--- config.mk ---
export PLATFORM = sky130hd
export DESIGN_NAME = branch_resolution_queue_flat
export DESIGN_NICKNAME = d
export VERILOG_FILES = /design/src/rtl/mips_bp_pkg.sv /design/src/rtl/branch_resolution_queue_if.sv /design/src/rtl/branch_resolution_queue_storage.sv /design/src/rtl/branch_resolution_queue.sv /design/src/flat_wrapper.sv
export SDC_FILE = /design/constraint.sdc
export NUM_CORES = 1
export LEC_CHECK = 0
export ABC_AREA = 0
export CELL_PAD_IN_SITES_DETAIL_PLACEMENT = 0
export CELL_PAD_IN_SITES_GLOBAL_PLACEMENT = 1
export CORE_ASPECT_RATIO = 1.2
export CORE_MARGIN = 1.5
export CORE_UTILIZATION = 45
export CTS_CLUSTER_SIZE = 12
export DETAILED_ROUTE_END_ITERATION = 12
export PLACE_DENSITY_LB_ADDON = 0.1
export SLEW_MARGIN = 20
export SYNTH_ARGS = -nofsm -noshare
export SYNTH_HDL_FRONTEND = slang
export SYNTH_SLANG_ARGS = --single-unit
--- constraint.sdc ---
create_clock -name clk -period 6.8 [get_ports clk]
set_input_delay 1.36 -clock clk [delete_from_list [all_inputs] [get_ports clk]]
set_output_delay 1.36 -clock clk [all_outputs]
set_load 0.02 [all_outputs]
--- src/rtl/mips_bp_pkg.sv ---
// Shared branch-predictor types: the queue entry layout and the default PC index width.
package mips_bp_pkg;

  localparam int BP_ADDR_WIDTH_DEFAULT = 6;

  typedef struct packed {
    logic [BP_ADDR_WIDTH_DEFAULT-1:0] addr;
    logic                             pred;
  } bp_entry_t;

endpackage

--- src/rtl/branch_resolution_queue_if.sv ---
// Fetch/execute <-> branch resolution queue bus. Stats outputs exist only when
// BRQ_STATS_EN is defined.
interface branch_resolution_queue_if #(
  parameter int ADDR_WIDTH = 6,
  parameter int DEPTH      = 4
);
  localparam int CW = $clog2(DEPTH) + 1;

  logic                  enqValid;
  logic [ADDR_WIDTH-1:0] enqAddr;
  logic                  enqPred;
  logic                  resolveValid;
  logic                  resolveTaken;
  logic                  flush;
  logic                  full;
  logic                  empty;
  logic [CW-1:0]         count;
  logic                  update;
  logic [ADDR_WIDTH-1:0] updateAddr;
  logic                  branchTaken;
  logic                  mispredict;
`ifdef BRQ_STATS_EN
  logic [31:0]           statResolved;
  logic [31:0]           statMispredict;

  modport master (
    output enqValid, enqAddr, enqPred, resolveValid, resolveTaken, flush,
    input  full, empty, count, update, updateAddr, branchTaken, mispredict,
           statResolved, statMispredict
  );
  modport slave (
    input  enqValid, enqAddr, enqPred, resolveValid, resolveTaken, flush,
    output full, empty, count, update, updateAddr, branchTaken, mispredict,
           statResolved, statMispredict
  );
`else
  modport master (
    output enqValid, enqAddr, enqPred, resolveValid, resolveTaken, flush,
    input  full, empty, count, update, updateAddr, branchTaken, mispredict
  );
  modport slave (
    input  enqValid, enqAddr, enqPred, resolveValid, resolveTaken, flush,
    output full, empty, count, update, updateAddr, branchTaken, mispredict
  );
`endif
endinterface

--- src/rtl/branch_resolution_queue_storage.sv ---
// DEPTH-entry register file for in-flight branches: one write port, async read of the head.
module brq_storage
  import mips_bp_pkg::*;
#(
  parameter int  DEPTH   = 4,
  parameter type entry_t = bp_entry_t
) (
  input  logic                     clk,
  input  logic                     we,
  input  logic [$clog2(DEPTH)-1:0] waddr,
  input  entry_t                   wdata,
  input  logic [$clog2(DEPTH)-1:0] raddr,
  output entry_t                   rdata
);

  // No reset: a slot is only read after it has been written.
  entry_t [DEPTH-1:0] mem_q, mem_d;

  always_comb begin
    mem_d = mem_q;
    if (we) mem_d[waddr] = wdata;
  end

  always_ff @(posedge clk) mem_q <= mem_d;

  assign rdata = mem_q[raddr];

endmodule

--- src/rtl/branch_resolution_queue.sv ---
// In-flight branch tracker between fetch and execute; trains the predictor on resolve.
// Optional BRQ_STATS_EN adds saturating resolved/mispredict counters.
module branch_resolution_queue
  import mips_bp_pkg::*;
#(
  parameter int ADDR_WIDTH = BP_ADDR_WIDTH_DEFAULT,
  parameter int DEPTH      = 4
) (
  input logic                     clk,
  input logic                     rst,
  branch_resolution_queue_if.slave bus
);

  localparam int PW = $clog2(DEPTH);
  localparam int CW = PW + 1;

  typedef struct packed {
    logic [ADDR_WIDTH-1:0] addr;
    logic                  pred;
  } entry_t;

  logic [PW-1:0]         head_q, head_d, tail_q, tail_d;
  logic [CW-1:0]         count_q, count_d;
  logic                  update_q, update_d;
  logic [ADDR_WIDTH-1:0] update_addr_q, update_addr_d;
  logic                  branch_taken_q, branch_taken_d;
  logic                  mispredict_q, mispredict_d;

  entry_t head_entry, wr_entry;
  logic   is_full, is_empty, do_pop, do_push, mis_raw, clear;

  assign wr_entry = '{addr: bus.enqAddr, pred: bus.enqPred};

  brq_storage #(.DEPTH(DEPTH), .entry_t(entry_t)) u_storage (
    .clk   (clk),
    .we    (do_push),
    .waddr (tail_q),
    .wdata (wr_entry),
    .raddr (head_q),
    .rdata (head_entry)
  );

  always_comb begin
    is_full  = (count_q == CW'(DEPTH));
    is_empty = (count_q == '0);
    do_pop   = bus.resolveValid && !is_empty;
    mis_raw  = do_pop && (head_entry.pred != bus.resolveTaken);
    clear    = bus.flush || mis_raw;
    // A correct pop frees the head slot this cycle, so it unblocks a push while full.
    do_push  = bus.enqValid && (!is_full || do_pop) && !clear;

    head_d  = head_q + PW'(do_pop);
    tail_d  = tail_q + PW'(do_push);
    count_d = count_q + CW'(do_push) - CW'(do_pop);
    if (clear) begin
      head_d  = tail_q;
      tail_d  = tail_q;
      count_d = '0;
    end

    update_d       = do_pop;
    update_addr_d  = do_pop ? head_entry.addr : update_addr_q;
    branch_taken_d = do_pop ? bus.resolveTaken : branch_taken_q;
    mispredict_d   = mis_raw && !bus.flush;
  end

  always_ff @(posedge clk) begin
    if (rst) begin
      head_q         <= '0;
      tail_q         <= '0;
      count_q        <= '0;
      update_q       <= 1'b0;
      update_addr_q  <= '0;
      branch_taken_q <= 1'b0;
      mispredict_q   <= 1'b0;
    end else begin
      head_q         <= head_d;
      tail_q         <= tail_d;
      count_q        <= count_d;
      update_q       <= update_d;
      update_addr_q  <= update_addr_d;
      branch_taken_q <= branch_taken_d;
      mispredict_q   <= mispredict_d;
    end
  end

  assign bus.full        = is_full;
  assign bus.empty       = is_empty;
  assign bus.count       = count_q;
  assign bus.update      = update_q;
  assign bus.updateAddr  = update_addr_q;
  assign bus.branchTaken = branch_taken_q;
  assign bus.mispredict  = mispredict_q;

`ifdef BRQ_STATS_EN
  logic [31:0] stat_resolved_q, stat_resolved_d;
  logic [31:0] stat_mispredict_q, stat_mispredict_d;

  // Counters survive flush; only rst clears them.
  always_comb begin
    stat_resolved_d   = stat_resolved_q;
    stat_mispredict_d = stat_mispredict_q;
    if (do_pop && stat_resolved_q != '1)   stat_resolved_d   = stat_resolved_q + 32'd1;
    if (mis_raw && stat_mispredict_q != '1) stat_mispredict_d = stat_mispredict_q + 32'd1;
  end

  always_ff @(posedge clk) begin
    if (rst) begin
      stat_resolved_q   <= '0;
      stat_mispredict_q <= '0;
    end else begin
      stat_resolved_q   <= stat_resolved_d;
      stat_mispredict_q <= stat_mispredict_d;
    end
  end

  assign bus.statResolved   = stat_resolved_q;
  assign bus.statMispredict = stat_mispredict_q;
`endif

endmodule

--- src/flat_wrapper.sv ---
// flat-port wrapper written by rule: the top's interface ports become plain ports
module branch_resolution_queue_flat import mips_bp_pkg::*;
#(
  parameter int ADDR_WIDTH = BP_ADDR_WIDTH_DEFAULT,
  parameter int DEPTH      = 4
)
  (clk, rst, bus_enqValid, bus_enqAddr, bus_enqPred, bus_resolveValid, bus_resolveTaken, bus_flush, bus_full, bus_empty, bus_count, bus_update, bus_updateAddr, bus_branchTaken, bus_mispredict);
  branch_resolution_queue_if #(.ADDR_WIDTH(ADDR_WIDTH), .DEPTH(DEPTH)) bus_i ();
  input logic clk;
  input logic rst;
  input wire logic [$bits(bus_i.enqValid)-1:0] bus_enqValid;
  input wire logic [$bits(bus_i.enqAddr)-1:0] bus_enqAddr;
  input wire logic [$bits(bus_i.enqPred)-1:0] bus_enqPred;
  input wire logic [$bits(bus_i.resolveValid)-1:0] bus_resolveValid;
  input wire logic [$bits(bus_i.resolveTaken)-1:0] bus_resolveTaken;
  input wire logic [$bits(bus_i.flush)-1:0] bus_flush;
  output wire logic [$bits(bus_i.full)-1:0] bus_full;
  output wire logic [$bits(bus_i.empty)-1:0] bus_empty;
  output wire logic [$bits(bus_i.count)-1:0] bus_count;
  output wire logic [$bits(bus_i.update)-1:0] bus_update;
  output wire logic [$bits(bus_i.updateAddr)-1:0] bus_updateAddr;
  output wire logic [$bits(bus_i.branchTaken)-1:0] bus_branchTaken;
  output wire logic [$bits(bus_i.mispredict)-1:0] bus_mispredict;
  assign bus_i.enqValid = bus_enqValid;
  assign bus_i.enqAddr = bus_enqAddr;
  assign bus_i.enqPred = bus_enqPred;
  assign bus_i.resolveValid = bus_resolveValid;
  assign bus_i.resolveTaken = bus_resolveTaken;
  assign bus_i.flush = bus_flush;
  assign bus_full = bus_i.full;
  assign bus_empty = bus_i.empty;
  assign bus_count = bus_i.count;
  assign bus_update = bus_i.update;
  assign bus_updateAddr = bus_i.updateAddr;
  assign bus_branchTaken = bus_i.branchTaken;
  assign bus_mispredict = bus_i.mispredict;
  branch_resolution_queue #(.ADDR_WIDTH(ADDR_WIDTH), .DEPTH(DEPTH)) u_core (.clk(clk), .rst(rst), .bus(bus_i));
endmodule
==> reports/results.ini, run 1 <==
[min_path]
worstHoldStart = u_core.bus.updateAddr[0]$_SDFFE_PP0P_
min_path_cells = 2
hold_path.class = flop to flop

[setup_path]
cp-startpoint = bus_resolveValid
path_delay_family = buffers and inverters
worstRegToRegCells = 10
worstPathCellList = clkdlybuf4s50_1 -> nand2b_1 -> inv_1 -> ha_1 -> inv_1 -> ha_1 -> inv_1 -> fa_1 -> xor2_1 -> xnor2_1 -> nor2_1
path_class = input port to flop
crit_slowest_cell = clkdlybuf4s50_1
critPathMaxStageDelay_ns = 0.46
crit_cells = 11
timing.critical_path.mode_cell = inv_1
start_kind = input port
worstPathRequired_ns = 6.97
arrival_ns = 3.85
cp_max_fo = 15
cp_num_buf_inv = 4
r2r_start = u_core.head_q[0]$_SDFF_PP0_
end_kind = flop

[pwr]
power_uw = 597.9
ir_drop_mv = 0.1710
power_density_nw_per_um2 = 265.3
leakagePower_uw = 0.0007671

[clocking]
hold_buffers = 0
post-cts-setup-buffer-count = 0
cts_max_path_buffers = 2
path_clk_slew_ns = 0.08
cts_tree = done
clkLatencyLatePin_ns = 0.29
clkSinkCount = 44
cts_resized = 0
cts_made_buffers = 5
cts_root_buf = clkbuf_8
htree_levels = 2

[sta]
holdWs_ns = 0.4625
period_needed_ns = 3.680
worst_slew_pin_slew_ns = 0.9527
setup_violations = 0
finClkSkew_ns = 0.005235
clock.fmax_mhz = 271.8
slew_viol_final = 0
finalHoldViolations = 0
rsz0062_at_grt = false
period_share = 0.5411
maxSlewHeadroom = 0.3596
tns_ns = 0

[routing]
wl_per_cell_um = 14.63
drt_iter0_drc = 78
totalWireLength_um = 3159
vias_per_cell = 5.144
drc = 0
drtPass1Iterations = 4
final_antenna_net_count = 0
dr_total_vias = 1111

[global_routing]
grt_overflow = 0
grt_pass1_wl_um = 5313
grt_max_degree = 18
grt_pass1_vias = 1113
antenna_found_initial = 0
grt_use_total = 0.1706

[floorplan]
start_util = 0.4675
die_h_um = 72.82
num_io_pins = 27
fp-row-count = 25
die_width_um = 61.18
core_area_um2 = 3910
die_area_um2 = 4455

[layout]
final_nets = 179
stdcell_area_um2 = 2253
final_layout_size_suffix_gt1_frac = 0.1235
final_common_cell = edfxtp_1
final_cells = 216
area_growth_pct = 23.27
final_cell_mix = 28 x edfxtp_1, 26 x clkdlybuf4s50_1, 20 x nand2_1, 16 x dfxtp_1, 10 x a21oi_1
antennaDiodeCount = 0

[synthesis]
synth_enable_flop_cells = 28
synthAdderAreaFrac = 0.03833
netlist_instances = 134
async_reset_ff_frac = 0
synthSimpleGateAreaFrac = 0.1170
synthDistinctLibCells = 30
muxShareOfSynthArea = 0.08624
ys_seq_area_frac = 0.6352
yosys_most_used_dff = edfxtp_1
synth_top_family_by_area = simple AND/OR/NAND/NOR gates
synth_compound_area_frac = 0.05749
ys_warn_count = 0
syn_avg_cell_area_um2 = 13.64
syn_nets = 152
synth.cell_area_um2 = 1828
ys_ff_latch = 44
post_synth_xor_area_fraction = 0.03422

[place]
place.gp.congestion = 0.8195
port_buffers = 26
place_inst = 208
hpwl_um = 2279
placed_cell_area_um2 = 2142

[flow_run]
cap_violations = 0

[status]
outcome = complete, no violations

final timing paths:
kind / end / slack, ns
max reg2reg: u_core.bus.count[2]$_SDFF_PP0_ / 3.79
max: u_core.bus.count[2]$_SDFF_PP0_ / 3.12
min reg2reg: u_core.bus.updateAddr[0]$_SDFFE_PP0P_ / 0.46
min: u_core.bus.updateAddr[0]$_SDFFE_PP0P_ / 0.46
worst register-to-register path, cell delays in order (launching register included):
cell and delay (ns):
dfxtp_1 0.66, mux4_2 0.66, xnor2_4 0.27, a2bb2oi_2 0.16, nor2_1 0.19, ha_1 0.18, inv_1 0.05, fa_1 0.36
xor2_1 0.17, xnor2_1 0.13, nor2_1 0.05
flip-flops by register name (all words and copies together), names as in the netlist:
register and flops:
u_core.bus.branchTaken 1, u_core.bus.count 3, u_core.bus.mispredict 1, u_core.bus.update 1, u_core.bus.updateAddr 6, u_core.head_q 2, u_core.tail_q 2, u_core.u_storage.mem_q 28
kinds of logic (layout without fill, tap and decap cells):
logic type,count (synthesis),after routing
AND/OR/NAND/NOR,43,43
multiplexers,7,7
buffers and inverters,13,41
flip-flops,44,44
adder cells (fa/ha/maj),5,5
XOR/XNOR,5,5
AO/OA/AOI/OAI,17,17
synth_stat cells (2+ instances only):
library cell | instances | share of area
a21oi_1 | 10 | 0.027
xor2_1 | 3 | 0.014
clkbuf_1 | 4 | 0.0082
nand2_1 | 20 | 0.041
edfxtp_1 | 28 | 0.46
nor4_1 | 2 | 0.0068
nor3b_1 | 3 | 0.012
a211oi_1 | 3 | 0.012
nor2_1 | 7 | 0.014
inv_1 | 7 | 0.014
dfxtp_1 | 16 | 0.18
ha_1 | 4 | 0.027
nor3_1 | 2 | 0.0055
mux4_2 | 7 | 0.086
nand3_1 | 3 | 0.0082
final cells by class:
cell class                      instances  area [µm²]
Tap cell                               54       67.56
Timing Repair Buffer                   26       260.3
Fill cell                             332        1657
Clock buffer                            5       68.82
Multi-Input combinational cell         77       626.9
Inverter                                7       26.28
Sequential cell                        44        1161
Clock inverter                          3       42.54
power breakdown:
part	total [µW]	internal, µW	switching (µW)
logic	92.1	46.4	45.7
clock network	195	109	86.1
registers	311	297	13.6
total	598	453	145
metal layers:
layer / wire length (µm) / global-route usage
met1: 1403 / 0.2185
met2: 1575 / 0.2683
met3: 125 / 0.04965
met4: 55 / 0.07005
met5: 0 / 0
through the flow:
step	setup WS (ns)	util
floorplan	3.669	-
global placement	2.863	0.5466
detailed placement	2.782	0.5478
CTS	3.097	0.5763
global route	2.863	0.5763
finish	3.120	0.5763
(Power assumes the default switching activity.)
==> run 2: changes to the inputs <==
Settings changed: CORE_UTILIZATION 45 to 39.
Clock period 6.8 ns to 3.25 ns, I/O delays scaled along.
==> reports/results.ini, run 2 (synthesis results as in run 1) <==
[status]
outcome = complete, no violations

[sta]
maxSlewHeadroom = 0.5991  ; +0.2395
period_share = 0.7964
clock.fmax_mhz = 386.4
rsz0062_at_grt = false
finalHoldViolations = 0  ; unchanged
period_needed_ns = 2.588
tns_ns = 0  ; unchanged
worst_slew_pin_slew_ns = 0.5994  ; -0.3532 ns
finClkSkew_ns = 0.008868  ; +0.003633 ns
setup_violations = 0  ; unchanged
slew_viol_final = 0  ; unchanged

[routing]
drt_iter0_drc = 40  ; -49%
drc = 0  ; unchanged
totalWireLength_um = 3328  ; +5.3%
drtPass1Iterations = 4  ; unchanged
met1_length_um = 1476  ; +5.2%
final_antenna_net_count = 0  ; unchanged
wl_met2_um = 1654  ; +5.0%
dr.max_layer_used = met4
dr_total_vias = 1123  ; +1.1%
vias_per_cell = 4.925  ; -4.2%
routed-wl-met3_um = 152  ; +22%
wl_per_cell_um = 14.60  ; -0.19%

[setup_path]
cp-endpoint = u_core.bus.count[2]$_SDFF_PP0_
rrSetupSlack_ns = 0.66  ; -3.13 ns
timing.critical_path.mode_cell = nor2_1
crit_slowest_cell = mux4_2
r2r_end = u_core.bus.count[2]$_SDFF_PP0_
end_kind = flop
r2r_start = u_core.head_q[0]$_SDFF_PP0_
worstRegToRegCells = 10  ; unchanged
worstPathCellList = mux4_2 -> xnor2_4 -> a2bb2oi_2 -> nor2_1 -> ha_1 -> inv_1 -> fa_1 -> xor2_1 -> xnor2_1 -> nor2_1
arrival_ns = 2.76  ; -1.09 ns
cp-startpoint = u_core.head_q[0]$_SDFF_PP0_
start_kind = flop
cp_max_fo = 7  ; -8
worstPathRequired_ns = 3.43  ; -3.54 ns
path_class = flop to flop
critPathMaxStageDelay_ns = 0.60  ; +0.14 ns

[clocking]
hold_buffers = 0  ; unchanged
cts_made_buffers = 5  ; unchanged
post-cts-setup-buffer-count = 0  ; unchanged
htree_levels = 2  ; unchanged
cts_max_path_buffers = 2  ; unchanged
clkLatencyLatePin_ns = 0.29  ; about the same
cts_root_buf = clkbuf_8
path_clk_slew_ns = 0.09  ; about the same
cts_tree = done
clkSinkCount = 44  ; unchanged
cts_resized = 0  ; unchanged

[layout]
final_layout_size_suffix_gt1_frac = 0.1529  ; +0.02948
final_cells = 228  ; +5.6%
largest_reg_flops = 28  ; unchanged
regArea_um2 = 1161  ; unchanged
fillers = 411  ; +24%
stdcell_area_um2 = 2305  ; +2.3%
antennaDiodeCount = 0  ; unchanged
area_growth_pct = 26.08
max_flop_register = u_core.u_storage.mem_q
multiInputGateArea_um2 = 609.3  ; -2.8%
final_common_cell = edfxtp_1
final_nets = 187  ; +4.5%
final_cell_mix = 28 x edfxtp_1, 26 x clkdlybuf4s50_1, 20 x nand2_1, 16 x dfxtp_1, 10 x a21oi_1

[global_routing]
grt_max_degree = 18  ; unchanged
grt_pass1_wl_um = 5457  ; +2.7%
grt_pass1_vias = 1127  ; +1.3%
grt_overflow = 0  ; unchanged
antenna_found_initial = 0  ; unchanged
grt_use_total = 0.1440  ; -0.02663

[place]
hpwl_um = 2430  ; +6.6%
placed_cell_area_um2 = 2190  ; +2.2%
place_inst = 220  ; +5.8%
port_buffers = 26  ; unchanged
place.gp.congestion = 0.8269  ; +0.90%

[floorplan]
fp-row-count = 27  ; +8.0%
start_util = 0.4008  ; -0.06670
die_width_um = 65.50  ; +7.1%
num_io_pins = 27  ; unchanged
core_area_um2 = 4561  ; +17%
die_h_um = 78.00  ; +7.1%
die_area_um2 = 5108  ; +15%

[pwr]
leakagePower_uw = 0.0008049  ; +4.9%
power_density_nw_per_um2 = 553.0  ; +110%
ir_drop_mv = 0.3022  ; +77%
power_uw = 1274  ; +110%

[min_path]
worstHoldStart = u_core.bus.branchTaken$_SDFFE_PP0P_
hold_path.class = flop to flop

[flow_run]
cap_violations = 0  ; unchanged

## run 2: metrics by stage
| stage | utilization | setup WS [ns] | hold slack, ns |
|---|---|---|---|
| final | 0.5054 | 0.6617 | 0.4569 |
| after global routing | 0.5054 | 0.4987 | 0.4815 |
| after CTS | 0.5054 | 0.6565 | 0.4601 |
| after detailed placement | 0.4801 | 0.3754 | 0.4478 |
| after global placement | 0.4801 | 0.4247 | 0.4445 |
| after floorplan | - | 0.4182 | 0.5345 |
## run 2: worst min path at each step
| stage | to | slack [ns] | cells after the start |
|---|---|---|---|
| 6_report | u_core.bus.branchTaken$_SDFFE_PP0P_ | 0.46 | 2 |
| 3_5_place_dp | u_core.bus.branchTaken$_SDFFE_PP0P_ | 0.45 | 2 |
| 5_1_grt | u_core.bus.updateAddr[1]$_SDFFE_PP0P_ | 0.48 | 2 |
| 3_3_place_gp | u_core.bus.updateAddr[0]$_SDFFE_PP0P_ | 0.44 | 2 |
| 2_1_floorplan | u_core.bus.branchTaken$_SDFFE_PP0P_ | 0.53 | 2 |
| 4_1_cts | u_core.bus.branchTaken$_SDFFE_PP0P_ | 0.46 | 2 |
## run 2: area by class of cell
| class | count | area share |
|---|---|---|
| multi-input combinational | 77 | 0.2644 |
| timing repair buffer | 34 | 0.1390 |
| clock buffer | 5 | 0.02986 |
| inverter | 7 | 0.01140 |
| clock inverter | 3 | 0.02009 |
| sequential | 44 | 0.5038 |
| tap | 58 | 0.03149 |
## run 2: layer usage
metal | global-route usage | vias up
met2 | 0.2337 | 30
met4 | 0.05417 | 0
met1 | 0.1817 | 528
li1 | - | 558
met3 | 0.04058 | 7
met5 | 0 | -
## run 2: worst max-delay path, delay by kind of cell, from the launching register on
family / cells / cell delay, ns
xor+xnor: 3 / 0.56
fa+ha+maj: 2 / 0.54
mux: 1 / 0.60
flops: 1 / 0.36
compound gates: 1 / 0.14
buf+inv: 1 / 0.05
simple gates: 2 / 0.21
## run 2: where the power goes
part	total, µW	internal [µW]	switching (µW)	leakage [µW]
combinational	215	107	108	0.000366
sequential	639	622	16.7	0.000384
clock	421	231	189	0.0000548
total	1270	961	314	0.000805
